### src/rtl/toy_rename_freelist.sv
// Rename free list: circular buffer of free physical register ids with a
// speculative head for allocation and a committed head for flush recovery.
//
// Ports:
//   clk, rst_n      clock, asynchronous active-low reset
//   alloc_req       per-lane request for a new physical id
//   alloc_id        per-lane allocated id (k-th requester gets entry[head+k])
//   alloc_ready     at least LANE_NUM free entries, so any pattern is served
//   rel_en, rel_id  per-lane release of retired old physical ids
//   commit_num      number of oldest allocations committed this cycle
//   cancel_edge_en  flush: rewind head and spec count to the committed view
//   free_cnt        speculative free-entry count
module toy_rename_freelist #(
    parameter int PHY_REG_NUM  = 64,
    parameter int ARCH_REG_NUM = 32,
    parameter int LANE_NUM     = 4,
    localparam int PHY_REG_ID_WIDTH = $clog2(PHY_REG_NUM)
) (
    input  logic                                      clk,
    input  logic                                      rst_n,
    input  logic [LANE_NUM-1:0]                       alloc_req,
    output logic [LANE_NUM-1:0][PHY_REG_ID_WIDTH-1:0] alloc_id,
    output logic                                      alloc_ready,
    input  logic [LANE_NUM-1:0]                       rel_en,
    input  logic [LANE_NUM-1:0][PHY_REG_ID_WIDTH-1:0] rel_id,
    input  logic [2:0]                                commit_num,
    input  logic                                      cancel_edge_en,
    output logic [5:0]                                free_cnt
);

    localparam int FL_DEPTH = PHY_REG_NUM - ARCH_REG_NUM;

    typedef logic [PHY_REG_ID_WIDTH-1:0] id_t;

    id_t        entry_q [FL_DEPTH];
    id_t        entry_d [FL_DEPTH];
    logic [4:0] head_q, head_d;
    logic [4:0] commit_head_q, commit_head_d;
    logic [4:0] tail_q, tail_d;
    logic [5:0] spec_cnt_q, spec_cnt_d;
    logic [5:0] commit_cnt_q, commit_cnt_d;

    logic [2:0] alloc_n;
    logic [2:0] rel_n;
    logic [2:0] alloc_eff;
    logic       alloc_fire;

    // Index advance modulo FL_DEPTH; offsets never exceed LANE_NUM.
    function automatic logic [4:0] idx_add(input logic [4:0] idx,
                                           input logic [2:0] off);
        logic [5:0] s;
        s = {1'b0, idx} + {3'b0, off};
        if (s >= 6'(FL_DEPTH)) begin
            s = s - 6'(FL_DEPTH);
        end
        return s[4:0];
    endfunction

    assign alloc_ready = (spec_cnt_q >= 6'(LANE_NUM));
    assign free_cnt    = spec_cnt_q;
    assign alloc_fire  = alloc_ready && !cancel_edge_en;
    assign alloc_eff   = alloc_fire ? alloc_n : 3'd0;

    // Requesting lanes are packed onto consecutive entries from head.
    always_comb begin
        alloc_n = 3'd0;
        for (int l = 0; l < LANE_NUM; l++) begin
            alloc_id[l] = entry_q[head_q];
            if (alloc_req[l]) begin
                alloc_id[l] = entry_q[idx_add(head_q, alloc_n)];
                alloc_n     = alloc_n + 3'd1;
            end
        end
    end

    // Released ids are packed onto consecutive entries from tail. They are
    // only visible to allocation after the edge since alloc reads entry_q.
    always_comb begin
        rel_n = 3'd0;
        for (int i = 0; i < FL_DEPTH; i++) begin
            entry_d[i] = entry_q[i];
        end
        for (int l = 0; l < LANE_NUM; l++) begin
            if (rel_en[l]) begin
                entry_d[idx_add(tail_q, rel_n)] = rel_id[l];
                rel_n = rel_n + 3'd1;
            end
        end
    end

    always_comb begin
        tail_d        = idx_add(tail_q, rel_n);
        commit_head_d = idx_add(commit_head_q, commit_num);
        commit_cnt_d  = commit_cnt_q - {3'b0, commit_num} + {3'b0, rel_n};
        head_d        = idx_add(head_q, alloc_eff);
        spec_cnt_d    = spec_cnt_q - {3'b0, alloc_eff} + {3'b0, rel_n};
        // A flush rewinds to the committed view including this cycle's
        // commits and releases; any same-cycle allocation is dropped.
        if (cancel_edge_en) begin
            head_d     = commit_head_d;
            spec_cnt_d = commit_cnt_d;
        end
    end

    always_ff @(posedge clk or negedge rst_n) begin
        if (!rst_n) begin
            for (int i = 0; i < FL_DEPTH; i++) begin
                entry_q[i] <= id_t'(ARCH_REG_NUM + i);
            end
            head_q        <= '0;
            commit_head_q <= '0;
            tail_q        <= '0;
            spec_cnt_q    <= 6'(FL_DEPTH);
            commit_cnt_q  <= 6'(FL_DEPTH);
        end else begin
            for (int i = 0; i < FL_DEPTH; i++) begin
                entry_q[i] <= entry_d[i];
            end
            head_q        <= head_d;
            commit_head_q <= commit_head_d;
            tail_q        <= tail_d;
            spec_cnt_q    <= spec_cnt_d;
            commit_cnt_q  <= commit_cnt_d;
        end
    end

`ifndef SYNTHESIS
    a_no_overflow : assert property (
        @(posedge clk) disable iff (!rst_n)
        spec_cnt_d <= 6'(FL_DEPTH)
    ) else $error("free list spec count overflow");

    a_commit_num : assert property (
        @(posedge clk) disable iff (!rst_n)
        commit_num <= 3'(LANE_NUM)
    ) else $error("commit_num above lane count");

    // Uncommitted allocations are exactly commit_cnt - spec_cnt.
    a_commit_head : assert property (
        @(posedge clk) disable iff (!rst_n)
        {3'b0, commit_num} <= (commit_cnt_q - spec_cnt_q)
    ) else $error("commit beyond allocation head");
`endif

endmodule

### config.mk
export PLATFORM = sky130hd
export DESIGN_NAME = toy_rename_freelist
export DESIGN_NICKNAME = d
export VERILOG_FILES = /design/src/rtl/toy_rename_freelist.sv
export SDC_FILE = /design/constraint.sdc
export NUM_CORES = 1
export LEC_CHECK = 0
export CAP_MARGIN = 20
export CORE_MARGIN = 2
export CORE_UTILIZATION = 35
export DETAILED_ROUTE_END_ITERATION = 10
export PLACE_DENSITY_LB_ADDON = 0.25
export SYNTH_ARGS = -nofsm -noshare
export SYNTH_HDL_FRONTEND = slang
export SYNTH_SLANG_ARGS = --single-unit
### constraint.sdc
create_clock -name clk -period 8.8 [get_ports clk]
set_input_delay 0.88 -clock clk [delete_from_list [all_inputs] [get_ports clk]]
set_output_delay 0.88 -clock clk [all_outputs]
set_load 0.005 [all_outputs]
# Yosys cells after proc, flatten, opt, wreduce, memory -nomap -nowiden
# Cells that the tools add are included.
# totals
ff_bits	219
in_bits	38
# classes
n_addsub	30
magnitude_cmp	25
n_mux	65
bitwise	9
reduce_logical	6
# ops
op	count
192-bit bitwise mux	4
192-bit 2-to-1 mux	4
6-bit binary-select mux with 5-bit select	5
6-bit demux with 5-bit select	4
6-bit 2-to-1 mux	19
6-bit greater-or-equal comparator (second input constant)	18
5-bit 2-to-1 mux	20
5-bit by 1-bit subtractor with 5-bit output (second input constant)	11
5-bit inverter with 6-bit output	9
5-bit by 3-bit adder with 6-bit output	7
6-bit by 1-bit < comparator with 1-bit output (second input constant)	4
3-bit 2-to-1 mux	7
3-bit by 1-bit adder with 3-bit output (second input constant)	6
5-bit by 1-bit adder with 6-bit output	2
6-bit by 3-bit adder with 6-bit output	2
5-bit by 6-bit greater-or-equal comparator with 1-bit output (second input constant)	2
6-bit by 3-bit subtractor with 6-bit output	2
6-bit by 3-bit greater-or-equal comparator with 1-bit output (second input constant)	1
1-bit logical AND	5
1-bit 2-to-1 mux	2
1-bit logical NOT	1

# Logic depth before layout (Yosys ltp)
# Gate-level depths: netlist of the first run.
# depth
word_depth	16
depth_mapped	16
ltp_nobuf	16

# Worst setup path before layout of the first run
# Ideal clock, no wire load.
# synth_timing
path_type	in2out
startpoint	input port alloc_req[1]
endpoint	output port alloc_id[20] in the netlist's numbering
arrival_time_ns	4.233
slack_ns	3.687
path_stages	12
path_cell_list	clkbuf_1 inv_1 ha_1 xor2_1 ha_1 fa_1 buf_1 clkbuf_1 mux4_2 mux4_2 o22a_1 o21a_1
# synth_rtl
element	line_no	text
start: declaration	21	input logic [LANE_NUM-1:0] alloc_req,
end: declaration	22	output logic [LANE_NUM-1:0][PHY_REG_ID_WIDTH-1:0] alloc_id,

==> results of run 1 <==
[sequential cells by signal, indices dropped and copies added, names as in the netlist]
signal / cells
tail_q: 5
commit_head_q: 5
head_q: 5
entry_q: 192
free_cnt: 6
commit_cnt_q: 6
[power by group]
group | internal, uW | switching (uW)
combinational | 3820 | 3890
sequential | 1710 | 1220
clock | 825 | 519
total | 6360 | 5630
[metrics by stage]
step | total power (uW) | hold slack [ps] | std cells | worst slack, ps
final | 12000 | 349 | 3128 | 2150
after global routing | 12500 | 417 | 3125 | 2020
after CTS | 11800 | 412 | 3119 | 2180
after detailed placement | 10400 | 459 | 3063 | 2200
after global placement | 10200 | 458 | 3055 | 2250
after floorplan | 7800 | 439 | 2283 | 3690
[routing by layer]
layer | share of wire, % | track usage (%)
met2 | 44 | 45.5
met1 | 38 | 38.1
met3 | 12 | 8.76
met5 | 0.027 | 0
met4 | 5.7 | 15.4
[synth_stat cells, types with 20 or more instances]
cell type / count / share of area [%]
mux2i_1: 321 / 14
mux4_2: 183 / 17
mux2_2: 156 / 7.4
nand3_1: 148 / 3.1
nand2_1: 133 / 2.1
clkbuf_1: 131 / 2.1
dfstp_2: 114 / 13
dfrtp_1: 105 / 11
o211ai_1: 90 / 2.9
nor2_1: 79 / 1.3
o21ai_0: 73 / 1.5
and2_1: 65 / 1.7
nand4_1: 60 / 1.6
a31oi_1: 49 / 1.3
nor3_1: 49 / 1.0
ha_1: 44 / 2.3
a211o_1: 42 / 1.6
a21oi_1: 39 / 0.83
buf_2: 39 / 0.83
nand2b_1: 34 / 0.90
inv_1: 32 / 0.51
xnor2_1: 25 / 0.93
buf_1: 20 / 0.32
[cells in the final DEF (no fill, tap or decap), drive strengths merged, types with 9 or more instances in the layout]
cell type	netlist	final
nand4	60	60
and2	65	65
nand3	155	155
a21oi	39	39
fa	12	12
clkbuf	132	48
o211ai	90	90
clkdlybuf4s50	0	55
xor2	14	14
and3	13	13
o22a	13	13
dfrtp	105	105
o21ai	78	78
inv	34	34
o21a	13	13
a211oi	9	9
nor3b	9	9
nand2b	34	34
mux4	198	198
nor2b	18	18
a22oi	12	12
nand2	133	133
a211o	42	42
a31oi	49	49
mux2i	321	321
ha	44	44
buf	81	69
xnor2	25	25
mux2	157	157
dfstp	114	114
nor3	66	66
nor2	88	88
[cell families (layout without fill, tap and decap cells)]
family,after synthesis,in the layout,share of synthesized area [%]
adders and majority gates,56,56,3.35
DFF,219,219,23.8
buffers and inverters,248,217,4.70
other,0,3,0
xor gates and xnor gates,39,39,1.45
muxes,676,676,40.2
and+or+nand+nor,665,665,15.1
AOI/OAI and AO/OA,380,380,11.4
[area by class of cell]
type | instances | area (sq um)
flip-flops and latches | 219 | 5630
fillers | 6497 | 41000
clock buffers | 45 | 948
inverters | 34 | 128
repair buffers | 127 | 1090
multi-input cells | 1816 | 17000
well taps | 873 | 1090
clock inverters | 11 | 133
diodes | 3 | 7.51
[worst min path at each step]
stage,start,end,slack (ps),depth (start not counted)
detailed placement,commit_head_q[4]$_DFF_PN0_,commit_head_q[4]$_DFF_PN0_,460,1
global placement,commit_head_q[4]$_DFF_PN0_,commit_head_q[4]$_DFF_PN0_,460,1
finish,rst_n,commit_cnt_q[4]$_DFF_PN0_,350,1
global route,rst_n,commit_cnt_q[4]$_DFF_PN0_,420,1
floorplan,commit_head_q[4]$_DFF_PN0_,commit_head_q[4]$_DFF_PN0_,440,1
CTS,rst_n,free_cnt[4]$_DFF_PN0_,410,1
==> out/summary.txt, run 1 <==
IO buf count -> 68
highest ir drop seen on vdd -> 277 uV
Pre-antenna DRT Iters -> 6
routed vias -> 21477
Core Rows -> 95
# hold bufs at CTS -> 0
CP peak stage delay -> 1040 ps
Hold Fails Final Rpt -> 0
crit end category -> output pin
core area -> 67000 sq um
sequential fraction of the synthesis area -> 23.8%
max-slew violations -> 0
outcome -> completed
gpl congestion -> 1.01
final net count -> 2322
Worst-Skew Late Latency -> 590 ps
kind of critical path -> primary input to output pin
Tcrit/Tclk final -> 75.5%
Fin Setup TNS -> 0 ps
worst-path maximum fanout -> 29
DR iter-0 viols -> 2830
Via density -> 6.87
Max-Slew Margin vs Limit -> 15.7%
CTS Buf Count -> 30
design area -> 26000 sq um
final wirelength -> 105000 um
Post-DP HPWL -> 72200 um
Initial Utilization -> 35.2%
Remaining DRCs -> 0
synth unique cells -> 71
Arrival @ worst endpoint -> 5770 ps
CTS tree -> built
crit path to -> alloc_id[23]
worst clock skew -> 17.4 ps
clk root buf -> clkbuf_16
Final setup viols -> 0
worst-margin pin slew -> 1260 ps
P&R area growth vs syn -> 10.2%
layout cells sized above 1 -> 29.0%
crit path max-delay cell type -> fa_2
Syn Inst Count -> 2283
setup bufs post-CTS -> 0
final core utilization -> 38.8%
startpoint types -> primary input
first-pass GRT wire length -> 152000 um
Clock Path Buffers -> 3
RR Startpoint -> tail_q[2]$_DFF_PN0_
gr usage total -> 29.7%
FMAX -> 150 MHz
initial antenna violation count -> 4
EDFF count, synth -> 0
Post-synth top flop -> dfstp_2
R2R Setup Slk -> 4990 ps
Mapped Nets -> 2377
post-route ant nets -> 0
post-cts resize count -> 0
Seq cells post-synth -> 219
syn_area_per_cell -> 10.3 sq um
Clock transition at path regs -> 60 ps
Cell Area, Placed -> 24900 sq um
WP data required -> 7920 ps
WP buf/inv -> 4
ordered cell list for the critical path -> clkdlybuf4s50_1 -> inv_1 -> ha_1 -> xor2_1 -> ha_4 -> fa_2 -> buf_4 -> mux4_2 -> mux4_2 -> o22a_1 -> o21a_1 -> clkdlybuf4s50_1
Crit. path cell count -> 12
H-Tree Depth -> 1
vias in the first global route -> 21145
Die H -> 264 um
Setup crit start -> alloc_req[1]
maxcap violations -> 0
Worst Hold Class -> primary input to asynchronous set/reset pin
total grt overflow -> 0
num ports -> 69
Die X -> 264 um
RSZ-0062 raised after global routing -> false
cell depth of the worst flop-to-flop path -> 7
async set-reset flop share out of synthesis -> 100%
PD cells -> 461 nW/um^2
fin crit period -> 6650 ps
Die ar. -> 69600 sq um
largest net degree at the start of global routing -> 118
Leak -> 0.0101 uW
# clock sinks -> 219
worst reg2reg path endpoint -> entry_q[30]$_DFF_PN0_
drt wl/cell -> 33.7 um
CP top delay family -> buffers and inverters
Synth Cell Area -> 23600 sq um
Syn. warnings -> 0
Note: power is estimated with default switching activity, not from simulation.
==> inputs of run 2 (changes only) <==
==> constraint.sdc (replaced) <==
create_clock -name clk -period 6.6 [get_ports clk]
set_input_delay 0.66 -clock clk [delete_from_list [all_inputs] [get_ports clk]]
set_output_delay 0.66 -clock clk [all_outputs]
set_load 0.005 [all_outputs]
==> out/summary.txt, run 2 (synthesized netlist as in run 1, its figures left out) <==
outcome -> completed
WP buf/inv -> 4
P&R area growth vs syn -> 10.0%
Core Rows -> 95
maxcap violations -> 0
total grt overflow -> 0
part of the power in registers -> 25.6%
layout cells sized above 1 -> 28.6%
max reg flops -> 192
Leak -> 0.0101 uW
crit path max-delay cell type -> fa_2
# clock sinks -> 219
final wirelength -> 109000 um
Cell Area, Placed -> 25000 sq um
Remaining DRCs -> 0
Hold Fails Final Rpt -> 0
post-cts resize count -> 0
Worst-Skew Late Latency -> 590 ps
crit end category -> output pin
CTS Buf Count -> 30
Post-DP HPWL -> 74900 um
ordered cell list for the critical path -> clkdlybuf4s50_1 -> inv_1 -> ha_1 -> xor2_1 -> ha_4 -> fa_2 -> buf_4 -> mux4_2 -> mux4_2 -> o22a_1 -> o21a_1 -> clkdlybuf4s50_1
RR Startpoint -> tail_q[1]$_DFF_PN0_
highest ir drop seen on vdd -> 327 uV
Comb power frac -> 64.2%
WP data required -> 5940 ps
Die X -> 264 um
Top reg by flops -> entry_q
Clock Path Buffers -> 3
clk root buf -> clkbuf_16
Clock power frac -> 10.2%
worst reg2reg path endpoint -> entry_q[61]$_DFF_PN0_
routed vias -> 21734
worst-path maximum fanout -> 26
RSZ-0062 raised after global routing -> false
final net count -> 2326
vias in the first global route -> 21209
Psw -> 7600 uW
Via density -> 6.93
Tcrit/Tclk final -> 89.7%
# hold bufs at CTS -> 0
most frequent cells in the layout -> mux2i_1 (319), mux4_2 (183), mux2_2 (156)
gpl congestion -> 1.04
Max-Slew Margin vs Limit -> 12.6%
fraction of power spent switching nets -> 47.6%
gr usage total -> 30.4%
worst clock skew -> 23.5 ps
Fin Setup TNS -> 0 ps
IO buf count -> 68
Arrival @ worst endpoint -> 5260 ps
CTS tree -> built
Die H -> 264 um
fin crit period -> 5920 ps
cell depth of the worst flop-to-flop path -> 6
core area -> 67000 sq um
FMAX -> 169 MHz
H-Tree Depth -> 1
num ports -> 69
CP top delay family -> buffers and inverters
drt wl/cell -> 34.7 um
max-slew violations -> 0
Worst Hold Class -> primary input to asynchronous set/reset pin
post-route ant nets -> 0
kind of critical path -> primary input to output pin
DR iter-0 viols -> 2976
CP peak stage delay -> 960 ps
Clock transition at path regs -> 50 ps
setup bufs post-CTS -> 0
Final setup viols -> 0
Pre-antenna DRT Iters -> 10
startpoint types -> primary input
largest net degree at the start of global routing -> 128
Initial Utilization -> 35.2%
worst-margin pin slew -> 1310 ps
Int Pwr -> 8370 uW
initial antenna violation count -> 6
PD cells -> 615 nW/um^2
commonest non-fill, non-tap cell in the layout -> mux2i_1
design area -> 26000 sq um
Die ar. -> 69600 sq um
R2R Setup Slk -> 2770 ps
first-pass GRT wire length -> 155000 um
[run 2: changes by cell type in the layout (fill, tap and decap cells not counted), moves of 3 or more]
cell / change
buf_2: -4
diode_2: +5
clkinv_2: -3
clkbuf_8: -6
clkbuf_1: +12
buf_4: +5
[run 2: cell type report]
cell class / instances / area, sq um
inverters: 34 / 128
fillers: 6454 / 41100
repair buffers: 131 / 1170
clock inverters: 5 / 50.0
well taps: 873 / 1090
flip-flops and latches: 219 / 5630
clock buffers: 51 / 911
diodes: 8 / 20.0
multi-input cells: 1816 / 17000
[run 2: worst reg2reg max path: stages, from the launching register on]
cell,delay (ps)
dfrtp_1,690
inv_1,240
fa_1,640
nand3_1,680
nor4_1,1030
or2_2,310
o21ai_0,100
[run 2: metrics by stage]
| step | instances | total power [uW] | hold slack [ps] | setup slack [ps] | utilization [%] |
|---|---|---|---|---|---|
| 6_report | 3137 | 16000 | 120 | 681 | 38.8 |
| 5_1_grt | 3135 | 16600 | 166 | 545 | 38.8 |
| 4_1_cts | 3125 | 15700 | 154 | 728 | 38.7 |
| 3_5_place_dp | 3069 | 14000 | 458 | 738 | 37.2 |
| 3_3_place_gp | 3064 | 13800 | 459 | 814 | 37.1 |
| 2_1_floorplan | 2283 | 10400 | 364 | 1930 | - |
[run 2: worst max-delay path by stage]
stage	startpoint	end	slack, ps	cells past startpoint
after floorplan	alloc_req[1]	alloc_id[20]	1930	12
after global placement	alloc_req[1]	alloc_id[22]	810	12
after detailed placement	alloc_req[1]	alloc_id[20]	740	12
after CTS	alloc_req[1]	alloc_id[20]	730	12
after global routing	alloc_req[1]	alloc_id[22]	540	12
final	alloc_req[1]	alloc_id[20]	680	12
[run 2: metal layers]
layer / GRT usage, % / up-vias / share of wire, %
met5: 0.762 / - / 0.063
met4: 15.2 / 2 / 5.5
met3: 8.64 / 390 / 12
met2: 46.9 / 1574 / 44
met1: 38.9 / 10997 / 38
li1: - / 8771 / -
[run 2: power groups by stage]
| stage | clock network (uW) | logic [uW] | registers, uW |
|---|---|---|---|
| floorplan | 0 | 7640 | 2770 |
| global placement | 0 | 9810 | 3970 |
| detailed placement | 0 | 10100 | 3960 |
| CTS | 1630 | 10100 | 3940 |
| global route | 1690 | 10800 | 4050 |
| finish | 1630 | 10300 | 4080 |
